**src/rtl/time_uart_reporter.sv**
```systemverilog
// Snapshots month/day/hour/min/sec on a request and sends "MM-DD HH:MM:SS\r\n" (or "...\n") as 8N1 UART.
// Optional macro TIME_UART_AUTO_REPORT_EN: also start a line whenever sec changes (one pending trigger held while busy).
module time_uart_reporter #(
    parameter int CLKS_PER_BIT = 868,
    parameter bit CR_LF        = 1'b1
) (
    input  logic       clk,
    input  logic       rst,
    input  logic       req,
    input  logic [3:0] month,
    input  logic [4:0] day,
    input  logic [4:0] hour,
    input  logic [5:0] min,
    input  logic [5:0] sec,
    output logic       tx,
    output logic       busy,
    output logic       done
);

    typedef enum logic [2:0] {IDLE, START, DATA, STOP, DONE} state_e;

    localparam logic [15:0] BAUD_RELOAD = 16'(CLKS_PER_BIT - 1);
    localparam logic [3:0]  LAST_CHR    = 4'd15;

    state_e      state_q, state_d;
    logic [15:0] baud_q, baud_d;
    logic [2:0]  bit_q, bit_d;
    logic [3:0]  chr_q, chr_d;
    logic [3:0]  mon_q, mon_d;
    logic [4:0]  day_q, day_d;
    logic [4:0]  hr_q, hr_d;
    logic [5:0]  min_q, min_d;
    logic [5:0]  sec_snap_q, sec_snap_d;
    logic [7:0]  cur_char;
    logic        start;

    function automatic logic [7:0] tens_asc(input logic [5:0] v);
        return 8'h30 + 8'(v / 6'd10);
    endfunction

    function automatic logic [7:0] units_asc(input logic [5:0] v);
        return 8'h30 + 8'(v % 6'd10);
    endfunction

    function automatic logic [7:0] char_at(input logic [3:0] idx, input logic [5:0] mo,
                                           input logic [5:0] d, input logic [5:0] h,
                                           input logic [5:0] mi, input logic [5:0] s);
        case (idx)
            4'd0:    return tens_asc(mo);
            4'd1:    return units_asc(mo);
            4'd2:    return 8'h2D;
            4'd3:    return tens_asc(d);
            4'd4:    return units_asc(d);
            4'd5:    return 8'h20;
            4'd6:    return tens_asc(h);
            4'd7:    return units_asc(h);
            4'd8:    return 8'h3A;
            4'd9:    return tens_asc(mi);
            4'd10:   return units_asc(mi);
            4'd11:   return 8'h3A;
            4'd12:   return tens_asc(s);
            4'd13:   return units_asc(s);
            4'd14:   return 8'h0D;
            default: return 8'h0A;
        endcase
    endfunction

    assign cur_char = char_at(chr_q, 6'(mon_q), 6'(day_q), 6'(hr_q), min_q, sec_snap_q);

`ifdef TIME_UART_AUTO_REPORT_EN
    logic [5:0] sec_hist_q;
    logic       pend_q, pend_d;
    logic       trig;

    assign trig  = (sec != sec_hist_q);
    assign start = (state_q == IDLE) && (req || trig || pend_q);

    // Any trigger seen in IDLE starts a line at once, so pending only accumulates outside IDLE.
    always_comb begin
        pend_d = pend_q;
        if (state_q == IDLE) pend_d = 1'b0;
        else if (trig)       pend_d = 1'b1;
    end

    always_ff @(posedge clk or negedge rst) begin
        if (!rst) begin
            sec_hist_q <= '0;
            pend_q     <= 1'b0;
        end else begin
            sec_hist_q <= sec;
            pend_q     <= pend_d;
        end
    end
`else
    assign start = (state_q == IDLE) && req;
`endif

    always_comb begin
        state_d    = state_q;
        baud_d     = baud_q;
        bit_d      = bit_q;
        chr_d      = chr_q;
        mon_d      = mon_q;
        day_d      = day_q;
        hr_d       = hr_q;
        min_d      = min_q;
        sec_snap_d = sec_snap_q;
        tx         = 1'b1;
        busy       = 1'b0;
        done       = 1'b0;
        unique case (state_q)
            IDLE: begin
                if (start) begin
                    state_d    = START;
                    baud_d     = BAUD_RELOAD;
                    bit_d      = '0;
                    chr_d      = '0;
                    mon_d      = month;
                    day_d      = day;
                    hr_d       = hour;
                    min_d      = min;
                    sec_snap_d = sec;
                end
            end
            START: begin
                tx   = 1'b0;
                busy = 1'b1;
                if (baud_q == '0) begin
                    baud_d  = BAUD_RELOAD;
                    bit_d   = '0;
                    state_d = DATA;
                end else begin
                    baud_d = baud_q - 16'd1;
                end
            end
            DATA: begin
                tx   = cur_char[bit_q];
                busy = 1'b1;
                if (baud_q == '0) begin
                    baud_d = BAUD_RELOAD;
                    if (bit_q == 3'd7) state_d = STOP;
                    else               bit_d   = bit_q + 3'd1;
                end else begin
                    baud_d = baud_q - 16'd1;
                end
            end
            STOP: begin
                busy = 1'b1;
                if (baud_q == '0) begin
                    baud_d = BAUD_RELOAD;
                    if (chr_q == LAST_CHR) begin
                        state_d = DONE;
                    end else begin
                        state_d = START;
                        // Without CR the units-of-seconds digit is followed directly by LF.
                        if (!CR_LF && chr_q == 4'd13) chr_d = LAST_CHR;
                        else                          chr_d = chr_q + 4'd1;
                    end
                end else begin
                    baud_d = baud_q - 16'd1;
                end
            end
            DONE: begin
                done    = 1'b1;
                state_d = IDLE;
            end
            default: state_d = IDLE;
        endcase
    end

    always_ff @(posedge clk or negedge rst) begin
        if (!rst) begin
            state_q    <= IDLE;
            baud_q     <= '0;
            bit_q      <= '0;
            chr_q      <= '0;
            mon_q      <= '0;
            day_q      <= '0;
            hr_q       <= '0;
            min_q      <= '0;
            sec_snap_q <= '0;
        end else begin
            state_q    <= state_d;
            baud_q     <= baud_d;
            bit_q      <= bit_d;
            chr_q      <= chr_d;
            mon_q      <= mon_d;
            day_q      <= day_d;
            hr_q       <= hr_d;
            min_q      <= min_d;
            sec_snap_q <= sec_snap_d;
        end
    end

endmodule

```
**config.mk**
```make
export PLATFORM = sky130hd
export DESIGN_NAME = time_uart_reporter
export DESIGN_NICKNAME = d
export VERILOG_FILES = /design/src/rtl/time_uart_reporter.sv
export SDC_FILE = /design/constraint.sdc
export NUM_CORES = 1
export LEC_CHECK = 0
export CAP_MARGIN = 0
export CORE_AREA = 5 5 113 115
export DETAILED_ROUTE_END_ITERATION = 12
export DIE_AREA = 0 0 118 120
export PLACE_DENSITY = 0.57
export REMOVE_ABC_BUFFERS = 1
export SYNTH_ARGS = -nofsm -noshare
export SYNTH_HDL_FRONTEND = slang
export SYNTH_SLANG_ARGS = --single-unit
```
**constraint.sdc**
```tcl
create_clock -name clk -period 4.4 [get_ports clk]
set_clock_uncertainty 0.15 [all_clocks]
set_input_delay 0.88 -clock clk [delete_from_list [all_inputs] [get_ports clk]]
set_output_delay 0.88 -clock clk [all_outputs]
set_load 0.01 [all_outputs]
```
# Word level (Yosys, flattened, before mapping)
# Cells that the tools add are included.
[op_classes] addsub=13 mul=0 div=10 magnitude_cmp=1 n_eq_ne=27 shifts=0 muxes=25 bitwise_logic=0 reduce_logical=14
[ops] operator="$pmux W8 S14" count=1
[ops] operator="$add A6 B8 Y8 const A" count=10
[ops] operator="$eq A4 B4 Y1 const B" count=8
[ops] operator="$mux W16" count=2
[ops] operator="$pmux W16 S2" count=1
[ops] operator="$mux W3" count=10
[ops] operator="$div A5 B4 Y8 const B" count=2
[ops] operator="$div A6 B4 Y8 const B" count=2
[ops] operator="$eq A4 B3 Y1 const B" count=4
[ops] operator="$logic_not A16 Y1" count=1
[ops] operator="$mod A5 B4 Y8 const B" count=2
[ops] operator="$mod A6 B4 Y8 const B" count=2
[ops] operator="$sub A16 B1 Y16 const B" count=1
[ops] operator="$ne A2 B2 Y1 const B" count=7
[ops] operator="$mux W4" count=3
[ops] operator="$pmux W3 S4" count=1
[ops] operator="$reduce_and A5 Y1" count=2
[ops] operator="$pmux W3 S3" count=1
[ops] operator="$div A4 B4 Y8 const B" count=1
[ops] operator="$eq A4 B2 Y1 const B" count=2
[ops] operator="$mod A4 B4 Y8 const B" count=1
[ops] operator="$pmux W4 S2" count=1
[ops] operator="$eq A3 B2 Y1 const B" count=2
[ops] operator="$eq A3 B3 Y1 const B" count=2
[ops] operator="17 further kinds" count=21
[word_totals] register_bits=52 latch_bits=0 ramBits=0 romBits=0 inputBits=29 wordCells=99 memories=0

# Longest topological paths before layout
# Gate-level depths: netlist of the first run.
[depth] ltp_word=6 depth_mapped=15 ltp_nobuf=15

# Least setup slack after synthesis of the first run
# No wires, ideal clock.
[synth_path] path_kind="flip-flop to output port" start="register day_q[3]" end="output port tx" t_arrival_ns=3.010 t_required_ns=3.370 path_slack_ns=0.360 stages_incl_launch_ff=16 path_buffers=0 cell_sequence="dfrtp_1 -> inv_1 -> ha_1 -> nor3b_4 -> o211ai_1 -> and2_1 -> ha_1 -> nor2_1 -> o211a_1 -> a2111oi_2 -> o21a_1 -> ha_1 -> a2bb2oi_1 -> nor2_1 -> a221oi_2 -> a221oi_2"
[synth_via] elab_chain_cells=6 word_cells_on_any_way=8 classes_between="add/sub (2); div (2); mux (4)"
[synth_lines] element="start, declared" line="30" rtl="logic [4:0] day_q, day_d;"
[synth_lines] element="start signal, assigned" line="188" rtl="day_q <= day_d;"
[synth_lines] element="$mod A5 B4 Y8 / $div A5 B4 Y8 (equally long branches)" line="42, 38"
[synth_lines] element="$add A6 B8 Y8 (on tied branches)" line="42, 38"
[synth_lines] element="$pmux W8 S14 *" line="48" rtl="case (idx)"
[synth_lines] element="$bmux W1 S3 *" line="137" rtl="tx = cur_char[bit_q];"
[synth_lines] element="$mux W1 (not written as such) *" line="137"
[synth_lines] element="$pmux W1 S2 *" line="111" rtl="unique case (state_q)"
[synth_lines] element="end, declared" line="15" rtl="output logic tx,"
# Mark *: on every way between the ends. The rest lies on a longest branch, timed or not. The select of a mux whose other input is x is not followed.

# Worst setup path after layout of the first run
[layout_path] start="register day_q[2]" end="output port tx"
# The elaborated chain is that of the path after synthesis.

==> impl_metrics.toml, run 1 <==
[run_status]
run_status = "finished with violations"
violated_checks = "negative setup slack"

[die]
core_region_area_sq_um = 11700
std_cell_rows = 40
top_level_ports = 32
start_util = 0.371
die_height_um = 120
fp.dieArea_sq_um = 14200
die_w_um = 118

[final_layout]
post_route_cells_drive_above_1_share = 0.174
antenna_cells_inserted = 0
num-nets-final = 631
area_growth_pct = 20.6

[critical_path]
critPathRequiredTime_ns = 3.37
rr_startpoint = "state_q[2]"
worst_setup_path_start_kind = "register"
crit_start = "day_q[2]"
cp_max_fo = 2
worstSetupEndpointType = "output port"
critPathArrivalTime_ns = 3.41
worst-setup-path-type = "reg -> out"

[yosys]
syn_area_sq_um = 4350
synth.distinct_cells = 82
synth.yosys.seq_area_share = 0.299
syn-mean-instance-area_sq_um = 8.33
synth_edf_count = 0
yosysWarningCount = 0
synth_seq_cells = 52
post_synth_inst_count = 522
synth_top_flop_cell = "sky130_fd_sc_hd__dfrtp_1"
async_set_or_reset_register_ratio_after_synthesis = 1.00

[power]
power.share.clock = 0.138
p_per_area_nw_per_um2 = 552
power_report.internal_total_uw = 1630
total_switching_power_uw = 1260
sw_frac_of_total = 0.437
comb_power_share = 0.561
max-vdd-ir-drop_v = 0.000290
power.static_leakage_uw = 0.00216
total_power_uw = 2890
power_frac_seq = 0.300

[min_path]
worstHoldStart = "baud_q[13]"
hold_path_class = "reg -> reg"

[detailed_routing]
detail_route.drc_violations = 0
number_of_vias_in_the_routed_layout = 4081
detail-route-antenna-nets = 0
firstDrtPassIters = 8
routedWlPerCell_um = 15.8
totalWireLength_mm = 11.5
detailedRoute.firstIterationViolations = 282
via_per_inst = 5.61

[placement]
portBuffers = 31
global_placement_routability_congestion = 0.883
post-dp-hpwl_mm = 8.87
detailedPlace.worstSlack_ns = -0.219

[timing]
finalWorstSetupSlack_ns = -0.0367
final_min_period_over_clock_period = 1.01
min_period_ns = 4.44
finalMaxSlewViolations = 0
number_of_hold_violations_in_the_final_report = 0
worst-slew-pin-transition_ns = 0.651
slew_headroom = 0.565
finalSetupViolCount = 1
fmax_mhz = 225
grt_setup_unrepaired = "yes"

[clocking]
cts_buffers = 5
clock-root-buffer = "sky130_fd_sc_hd__clkbuf_16"
htreeDepth = 2
cts_tree = "done"
clkSlewWorstSetupHoldPaths_ns = 0.07
worst_skew_pair.late_latency_ns = 0.30
cts_buffer_depth = 2
clock-sinks = 52

[global_route]
first_global_vias = 4054
global_route.usage.total = 0.164
maximum_number_of_pins_on_one_net_before_global_route_repair = 31
globalRoute.totalOverflow = 0
grt_first_pass_wirelength_mm = 19.7
initial_antenna_violation_count = 0

[job]
timing.max_cap.violations = 0
## flip-flops by register name (all words and copies together) (netlist names)
signal,count
baud_q,16
chr_q,4
min_q,6
mon_q,4
day_q,5
state_q,3
bit_q,3
hr_q,5
sec_snap_q,6
## what timing repair did
| item | 4_1_cts | 5_1_grt |
|---|---|---|
| endpoints found under the setup margin | 1 | 1 |
| pin swaps | 2 | 2 |
| resized for setup | 7 | 4 |
| hold buffers | 0 | 0 |
| buffers inserted | 1 | 1 |
## cells in the mapped netlist, types with 3 or more instances
cell type | instances | area, sq um
sky130_fd_sc_hd__o21ai_0 | 39 | 195
sky130_fd_sc_hd__a31oi_1 | 7 | 43.8
sky130_fd_sc_hd__nand3b_1 | 4 | 30.0
sky130_fd_sc_hd__and3b_1 | 4 | 35.0
sky130_fd_sc_hd__o211ai_1 | 5 | 37.5
sky130_fd_sc_hd__and4b_1 | 3 | 30.0
sky130_fd_sc_hd__nand4_1 | 10 | 62.6
sky130_fd_sc_hd__a311oi_1 | 3 | 26.3
sky130_fd_sc_hd__a21oi_1 | 18 | 90.1
sky130_fd_sc_hd__a211oi_1 | 4 | 30.0
sky130_fd_sc_hd__a22o_1 | 4 | 35.0
sky130_fd_sc_hd__nor2_1 | 53 | 199
sky130_fd_sc_hd__ha_1 | 22 | 275
sky130_fd_sc_hd__nand3_1 | 17 | 85.1
sky130_fd_sc_hd__and2_1 | 6 | 37.5
sky130_fd_sc_hd__nor2b_1 | 15 | 93.8
sky130_fd_sc_hd__nand2_1 | 54 | 203
sky130_fd_sc_hd__dfrtp_1 | 52 | 1300
sky130_fd_sc_hd__nor3b_1 | 4 | 30.0
sky130_fd_sc_hd__o21bai_1 | 3 | 22.5
sky130_fd_sc_hd__buf_2 | 7 | 35.0
sky130_fd_sc_hd__mux2i_1 | 4 | 40.0
sky130_fd_sc_hd__inv_1 | 24 | 90.1
sky130_fd_sc_hd__nor3_1 | 10 | 50.1
sky130_fd_sc_hd__o2111ai_1 | 5 | 43.8
sky130_fd_sc_hd__nand2b_1 | 6 | 37.5
sky130_fd_sc_hd__nor4_1 | 3 | 18.8
sky130_fd_sc_hd__xnor2_1 | 8 | 70.1
sky130_fd_sc_hd__xor2_1 | 8 | 70.1
sky130_fd_sc_hd__clkbuf_1 | 18 | 67.6
sky130_fd_sc_hd__o22a_1 | 3 | 26.3
sky130_fd_sc_hd__or4_1 | 4 | 30.0
sky130_fd_sc_hd__a22oi_1 | 7 | 52.6
sky130_fd_sc_hd__or3_1 | 7 | 43.8
sky130_fd_sc_hd__mux2_2 | 18 | 203
## placed cells by master (no fill, tap or decap), types with 15 or more instances in the layout
cell and instances:
sky130_fd_sc_hd__a21oi_1 18, sky130_fd_sc_hd__buf_4 49, sky130_fd_sc_hd__clkdlybuf4s50_1 29, sky130_fd_sc_hd__dfrtp_1 52, sky130_fd_sc_hd__ha_1 21, sky130_fd_sc_hd__inv_1 23, sky130_fd_sc_hd__mux2_2 18, sky130_fd_sc_hd__nand2_1 54
sky130_fd_sc_hd__nand3_1 17, sky130_fd_sc_hd__nor2_1 53, sky130_fd_sc_hd__nor2b_1 15, sky130_fd_sc_hd__o21ai_0 39
## through the flow
step	TNS [ns]	util	hold WS (ns)	cell area [sq um]	cells
final	-0.0367	0.448	0.346	5240	728
after global routing	-0.224	0.448	0.367	5240	728
after detailed placement	-0.219	0.432	0.320	5050	718
after global placement	-0.128	0.432	0.318	5050	718
after CTS	-0.0399	0.446	0.348	5220	727
after floorplan	0	-	0.295	4210	493
## final timing paths
| kind | slack [ns] | endpoint | cells past startpoint |
|---|---|---|---|
| min | 0.35 | baud_q[13] | 1 |
| max reg2reg | 1.93 | baud_q[8] | 7 |
| min reg2reg | 0.35 | baud_q[13] | 1 |
| min in group asynchronous | 0.41 | sec_snap_q[2] | 1 |
| max | -0.04 | tx | 15 |
| max in group asynchronous | 2.89 | min_q[5] | 2 |
## cell families (layout without fill, tap and decap cells)
family / after synthesis / in the layout / share of synthesized area
adder cells (fa/ha/maj): 23 / 23 / 0.0656
flip-flops: 52 / 52 / 0.299
AND/OR/NAND/NOR: 218 / 218 / 0.268
multiplexers: 22 / 22 / 0.0558
buffers and inverters: 54 / 113 / 0.0529
AO/OA/AOI/OAI: 137 / 137 / 0.226
XOR/XNOR: 16 / 16 / 0.0322
## worst max-delay path: stages (launching register included)
cell and delay [ns]:
sky130_fd_sc_hd__dfrtp_1 0.39, sky130_fd_sc_hd__ha_2 0.19, sky130_fd_sc_hd__nor3b_4 0.15, sky130_fd_sc_hd__o211ai_1 0.20
sky130_fd_sc_hd__and2_4 0.19, sky130_fd_sc_hd__ha_1 0.14, sky130_fd_sc_hd__nor2_1 0.05, sky130_fd_sc_hd__o211a_1 0.26
sky130_fd_sc_hd__a2111oi_4 0.31, sky130_fd_sc_hd__o21a_1 0.17, sky130_fd_sc_hd__ha_1 0.22, sky130_fd_sc_hd__a2bb2oi_1 0.14
sky130_fd_sc_hd__nor2_1 0.12, sky130_fd_sc_hd__a221oi_2 0.08, sky130_fd_sc_hd__a221oi_2 0.31, sky130_fd_sc_hd__buf_2 0.18
## layer usage
layer	GRT usage	part of all wire
met5	0	0
met4	0.0409	0.017
met3	0.0335	0.043
met2	0.282	0.49
met1	0.211	0.45
## area by class of cell
type	instances	area, sq um
fill	1179	6470
multi-input combinational	416	2850
sequential	52	1300
timing repair buffer	80	668
tap	147	184
clock buffer	6	129
inverter	25	93.8
clock inverter	2	13.8
## power by group through the flow
| stage | Combinational, uW | Clock, uW | Sequential, uW |
|---|---|---|---|
| 2_1_floorplan | 1010 | 0 | 879 |
| 3_3_place_gp | 1560 | 0 | 863 |
| 3_5_place_dp | 1580 | 0 | 871 |
| 4_1_cts | 1610 | 415 | 866 |
| 5_1_grt | 1820 | 437 | 904 |
| 6_report | 1620 | 400 | 869 |
Power figures use the tool's default switching activity.
==> run 2: changes to the inputs <==
--- a/config.mk
+++ b/config.mk
@@ -6,10 +6,11 @@
 export NUM_CORES = 1
 export LEC_CHECK = 0
 export CAP_MARGIN = 0
-export CORE_AREA = 5 5 113 115
+export CORE_AREA = 4 4 91 93
 export DETAILED_ROUTE_END_ITERATION = 12
-export DIE_AREA = 0 0 118 120
-export PLACE_DENSITY = 0.57
+export DIE_AREA = 0 0 95 97
+export HOLD_SLACK_MARGIN = 0.08
+export PLACE_DENSITY = 0.81
 export REMOVE_ABC_BUFFERS = 1
 export SYNTH_ARGS = -nofsm -noshare
 export SYNTH_HDL_FRONTEND = slang
==> run 2 against run 1 <==
Net effect: non-clock buffer count grew 2; register-to-register slack lost 0.07 ns; design area shrank 0.88%; utilization grew 24 points; highest routed layer unchanged; clock-buffer cell count is the same; setup slack lost 0.14 ns; critical path depth is the same; sequential cell count is the same; critical endpoint unchanged; critical path type unchanged; largest power group unchanged; the run still ends with negative setup slack left; sequential power grew 1%.
==> impl_metrics.toml, run 2 (synthesized netlist as in run 1, its figures left out) <==
[critical_path]
worstSetupEndpointType = "output port"
critPathArrivalTime_ns = 3.55
crit_start = "day_q[2]"
endpoint = "tx"
r2r_cells = 7
worst_setup_path_start_kind = "register"
rr_startpoint = "state_q[2]"
cp_max_fo = 2
rr_endpoint = "baud_q[8]"
critPathRequiredTime_ns = 3.37
reg2reg_setup_slack_ns = 1.86
worst-setup-path-type = "reg -> out"

[final_layout]
final_cell_mix = "sky130_fd_sc_hd__nand2_1, sky130_fd_sc_hd__nor2_1, sky130_fd_sc_hd__dfrtp_1, sky130_fd_sc_hd__buf_4, sky130_fd_sc_hd__o21ai_0"
post_route_cells_drive_above_1_share = 0.184
antenna_cells_inserted = 0
largest_register_ff_count = 16
area_growth_pct = 19.5
biggestRegsByFlops = "baud_q (16), min_q (6), sec_snap_q (6)"
final_common_cell = "sky130_fd_sc_hd__nand2_1"
layout.cell_area.non_filler_sq_um = 5200
largest_register = "baud_q"
final-instance-count-excl-fill = 685
num-nets-final = 633

[timing]
worst-slew-pin-transition_ns = 0.603
slew_headroom = 0.597
grt_setup_unrepaired = "yes"
fmax_mhz = 218
finalSetupViolCount = 1
number_of_hold_violations_in_the_final_report = 0
finalMaxSlewViolations = 0
min_period_ns = 4.58
final_min_period_over_clock_period = 1.04
finalWorstSetupSlack_ns = -0.177

[global_route]
maximum_number_of_pins_on_one_net_before_global_route_repair = 44
grt_first_pass_wirelength_mm = 19.3
initial_antenna_violation_count = 0
global_route.usage.total = 0.253
first_global_vias = 4156
globalRoute.totalOverflow = 0

[die]
fp.dieArea_sq_um = 9220
die_w_um = 95
std_cell_rows = 32
start_util = 0.578
die_height_um = 97
core_region_area_sq_um = 7530
top_level_ports = 32

[placement]
post-dp-hpwl_mm = 8.51
placedInstanceArea_sq_um = 4990
place_inst = 672
portBuffers = 31
global_placement_routability_congestion = 0.932

[detailed_routing]
totalWireLength_mm = 11.3
firstDrtPassIters = 5
routedWlPerCell_um = 16.4
detail_route.drc_violations = 0
detailedRoute.firstIterationViolations = 400
number_of_vias_in_the_routed_layout = 4223
detail-route-antenna-nets = 0
via_per_inst = 6.16

[clocking]
worst_skew_pair.late_latency_ns = 0.31
clkSlewWorstSetupHoldPaths_ns = 0.10
cts-hold-fix-buffers = 0
cts_tree = "done"
cts_buffers = 5
htreeDepth = 2
cts_buffer_depth = 2
clock-root-buffer = "sky130_fd_sc_hd__clkbuf_8"
clock-sinks = 52

[power]
max-vdd-ir-drop_v = 0.000294
p_per_area_nw_per_um2 = 558
power.static_leakage_uw = 0.00215
power.share.clock = 0.123
power_report.internal_total_uw = 1620
power_frac_seq = 0.303
total_switching_power_uw = 1280
comb_power_share = 0.574
sw_frac_of_total = 0.442

[run_status]
violated_checks = "negative setup slack"
run_status = "finished with violations"

[min_path]
hold_path_class = "in -> async"

[job]
timing.max_cap.violations = 0
run 2: power groups by stage:
| stage | combinational [uW] | clock [uW] | sequential (uW) |
|---|---|---|---|
| after floorplan | 1010 | 0 | 879 |
| after global placement | 1510 | 0 | 868 |
| after detailed placement | 1570 | 0 | 881 |
| after CTS | 1600 | 362 | 872 |
| after global routing | 1840 | 380 | 911 |
| final | 1660 | 358 | 879 |
run 2: metal layers:
| metal | vias to the layer above | share of wire | track usage |
|---|---|---|---|
| met3 | 35 | 0.045 | 0.0342 |
| met5 | - | 0 | 0 |
| met1 | 2026 | 0.42 | 0.325 |
| met4 | 0 | 0.030 | 0.0777 |
| met2 | 133 | 0.51 | 0.436 |
| li1 | 2029 | - | - |
run 2: how the worst min path moves through the flow:
stage,end,depth (start not counted)
floorplan,baud_q[13],1
global placement,baud_q[13],1
detailed placement,baud_q[13],1
CTS,baud_q[13],1
global route,sec_snap_q[3],1
finish,sec_snap_q[5],1
run 2: timing repair:
action,in CTS,in global routing
setup buffers,2,3
setup endpoints to repair,1,1
resized for setup,6,10
pin swaps,5,8
run 2: critical path, cell delays in order (launching register included):
cell	delay (ns)
sky130_fd_sc_hd__dfrtp_1	0.43
sky130_fd_sc_hd__ha_4	0.18
sky130_fd_sc_hd__nor3b_4	0.14
sky130_fd_sc_hd__o211ai_1	0.24
sky130_fd_sc_hd__and2_4	0.20
sky130_fd_sc_hd__ha_4	0.12
sky130_fd_sc_hd__nor2_2	0.04
sky130_fd_sc_hd__o211a_1	0.26
sky130_fd_sc_hd__a2111oi_4	0.36
sky130_fd_sc_hd__o21a_1	0.17
sky130_fd_sc_hd__ha_1	0.24
sky130_fd_sc_hd__a2bb2oi_2	0.16
sky130_fd_sc_hd__nor2_2	0.10
sky130_fd_sc_hd__a221oi_2	0.08
sky130_fd_sc_hd__a221oi_2	0.32
sky130_fd_sc_hd__buf_2	0.19
run 2: cell type report:
type	instances	area (sq um)
Clock buffer	6	82.6
Clock inverter	2	38.8
Fill cell	631	2330
Inverter	25	93.8
Multi-Input combinational cell	416	2870
Sequential cell	52	1300
Tap cell	102	128
Timing Repair Buffer	82	683
run 2: through the flow:
| step | setup slack [ns] | total power, uW | util | setup TNS (ns) | hold WS, ns |
|---|---|---|---|---|---|
| 6_report | -0.177 | 2900 | 0.690 | -0.177 | 0.346 |
| 5_1_grt | -0.343 | 3140 | 0.690 | -0.343 | 0.375 |
| 4_1_cts | -0.0630 | 2830 | 0.683 | -0.0630 | 0.352 |
| 3_5_place_dp | -0.184 | 2450 | 0.663 | -0.184 | 0.340 |
| 3_3_place_gp | -0.0719 | 2380 | 0.663 | -0.0719 | 0.322 |
| 2_1_floorplan | 0.360 | 1890 | - | 0 | 0.295 |
==> run 3: changes to the inputs <==
--- a/config.mk
+++ b/config.mk
@@ -10,6 +10,7 @@
 export DETAILED_ROUTE_END_ITERATION = 12
 export DIE_AREA = 0 0 95 97
 export HOLD_SLACK_MARGIN = 0.08
+export MAX_ROUTING_LAYER = met4
 export PLACE_DENSITY = 0.81
 export REMOVE_ABC_BUFFERS = 1
 export SYNTH_ARGS = -nofsm -noshare
==> run 3 against run 2 <==
Net effect: the run still ends with negative setup slack left; highest routed layer unchanged; cell count decreased by 0.73%; die area stayed put; sequential share of layout area grew 0.34 points; hold slack gained 0.029 ns; critical path type unchanged; first-iteration DRC count is 16% lower.
==> impl_metrics.toml, run 3 (synthesized netlist as in run 1, its figures left out) <==
[clocking]
htreeDepth = 2
cts-hold-fix-buffers = 0
clock-root-buffer = "sky130_fd_sc_hd__clkbuf_8"
clock-sinks = 52
cts_tree = "done"
cts_buffers = 5
clkSlewWorstSetupHoldPaths_ns = 0.11
worst_skew_pair.late_latency_ns = 0.32
cts_buffer_depth = 2

[timing]
final_min_period_over_clock_period = 1.04
finalSetupViolCount = 1
timing.setup.tns_ns = -0.184
finalWorstSetupSlack_ns = -0.184
number_of_hold_violations_in_the_final_report = 0
min_period_ns = 4.58
grt_setup_unrepaired = "yes"
finalMaxSlewViolations = 0
worst-slew-pin-transition_ns = 0.678
slew_headroom = 0.547
fmax_mhz = 218

[detailed_routing]
via_per_inst = 6.13
detailedRoute.firstIterationViolations = 336
detailed_routed_wire_length_on_met3_um = 468
highest-signal-layer = "met4"
routed_length_on_met2_mm = 5.59
wirelength_met1_mm = 4.71
detail-route-antenna-nets = 0
routedWlPerCell_um = 16.3
detail_route.drc_violations = 0
number_of_vias_in_the_routed_layout = 4166
totalWireLength_mm = 11.1
firstDrtPassIters = 4

[critical_path]
critPathRequiredTime_ns = 3.37
worst_setup_path_start_kind = "register"
worstSetupEndpointType = "output port"
cp_max_fo = 2
worst-setup-path-type = "reg -> out"
critPathArrivalTime_ns = 3.55

[die]
die_w_um = 95
std_cell_rows = 32
fp.dieArea_sq_um = 9220
die_height_um = 97
start_util = 0.578
top_level_ports = 32
core_region_area_sq_um = 7530

[final_layout]
final.fill_count = 638
area_growth_pct = 17.8
final_cell_mix = "sky130_fd_sc_hd__nand2_1, sky130_fd_sc_hd__nor2_1, sky130_fd_sc_hd__dfrtp_1, sky130_fd_sc_hd__buf_4, sky130_fd_sc_hd__o21ai_0"
post_route_cells_drive_above_1_share = 0.166
largest_register = "baud_q"
biggestRegsByFlops = "baud_q (16), min_q (6), sec_snap_q (6)"
num-nets-final = 628
largest_register_ff_count = 16
antenna_cells_inserted = 0
final_common_cell = "sky130_fd_sc_hd__nand2_1"

[placement]
post-dp-hpwl_mm = 8.54
portBuffers = 31
global_placement_routability_congestion = 0.935
detailedPlace.worstSlack_ns = -0.257

[global_route]
first_global_vias = 4102
global_route.usage.total = 0.259
initial_antenna_violation_count = 0
globalRoute.totalOverflow = 0
maximum_number_of_pins_on_one_net_before_global_route_repair = 44
grt_first_pass_wirelength_mm = 19.1

[power]
p_per_area_nw_per_um2 = 557
total_power_uw = 2860
power.static_leakage_uw = 0.00213
max-vdd-ir-drop_v = 0.000322

[run_status]
run_status = "finished with violations"
violated_checks = "negative setup slack"

[min_path]
hold_path_class = "in -> async"

[job]
timing.max_cap.violations = 0
run 3: cell types whose count changed in the layout (fill, tap and decap cells not counted), sizes merged:
cell,previous run,this run
buf,53,48
inv,25,27
clkbuf,6,5
clkinv,1,0
run 3: path summary, 6_finish.rpt:
path / from / end / slack, ns / cells after the start
max reg2reg: state_q[2] / baud_q[8] / 1.86 / 7
min in group clk: baud_q[4] / baud_q[4] / 0.38 / 1
max in group asynchronous: rst / bit_q[2] / 2.91 / 2
min: rst / sec_snap_q[5] / 0.38 / 1
max: day_q[3] / tx / -0.18 / 16
min reg2reg: baud_q[4] / baud_q[4] / 0.38 / 1
run 3: layout make-up:
| class | count | area (sq um) | area share |
|---|---|---|---|
| clock inverter | 3 | 50.0 | 0.00977 |
| timing repair buffer | 77 | 646 | 0.126 |
| multi-input combinational | 416 | 2840 | 0.553 |
| sequential | 52 | 1300 | 0.254 |
| tap | 102 | 128 | 0.0249 |
| clock buffer | 5 | 68.8 | 0.0134 |
| inverter | 25 | 93.8 | 0.0183 |
run 3: worst max-delay path: stages (launching register included):
cell and delay (ns):
sky130_fd_sc_hd__dfrtp_1 0.38, sky130_fd_sc_hd__inv_2 0.05, sky130_fd_sc_hd__ha_2 0.17, sky130_fd_sc_hd__nor3b_4 0.15, sky130_fd_sc_hd__o211ai_1 0.25, sky130_fd_sc_hd__and2_4 0.21, sky130_fd_sc_hd__ha_1 0.15, sky130_fd_sc_hd__nor2_1 0.07
sky130_fd_sc_hd__o211a_1 0.26, sky130_fd_sc_hd__a2111oi_4 0.32, sky130_fd_sc_hd__o21a_1 0.17, sky130_fd_sc_hd__ha_1 0.22, sky130_fd_sc_hd__a2bb2oi_1 0.14, sky130_fd_sc_hd__nor2_1 0.12, sky130_fd_sc_hd__a221oi_2 0.09, sky130_fd_sc_hd__a221oi_2 0.31
sky130_fd_sc_hd__buf_2 0.19
run 3: per-stage QoR:
step	utilization	cell area (sq um)	hold WS (ns)	instances
after floorplan	-	4210	0.295	493
after global placement	0.662	4980	0.323	671
after detailed placement	0.662	4980	0.358	671
after CTS	0.681	5120	0.375	680
after global routing	0.681	5120	0.404	680
final	0.681	5120	0.375	680
run 3: report_power, final:
| part | switching [uW] | leakage (uW) | internal, uW |
|---|---|---|---|
| logic | 864 | 0.00142 | 759 |
| clock network | 183 | 0.0000607 | 176 |
| registers | 227 | 0.000641 | 646 |
| total | 1270 | 0.00213 | 1580 |
run 3: timing repair:
action | 4_1_cts | 5_1_grt
resized for setup | 7 | 1
endpoints found under the setup margin | 1 | 1
setup buffers | 1 | 0
pin swaps | 4 | 1
run 3: routing by layer:
metal / up-vias / global-route usage
met5: - / -
met4: 0 / 0.0810
met3: 27 / 0.0280
met2: 103 / 0.434
met1: 2010 / 0.325
li1: 2026 / -
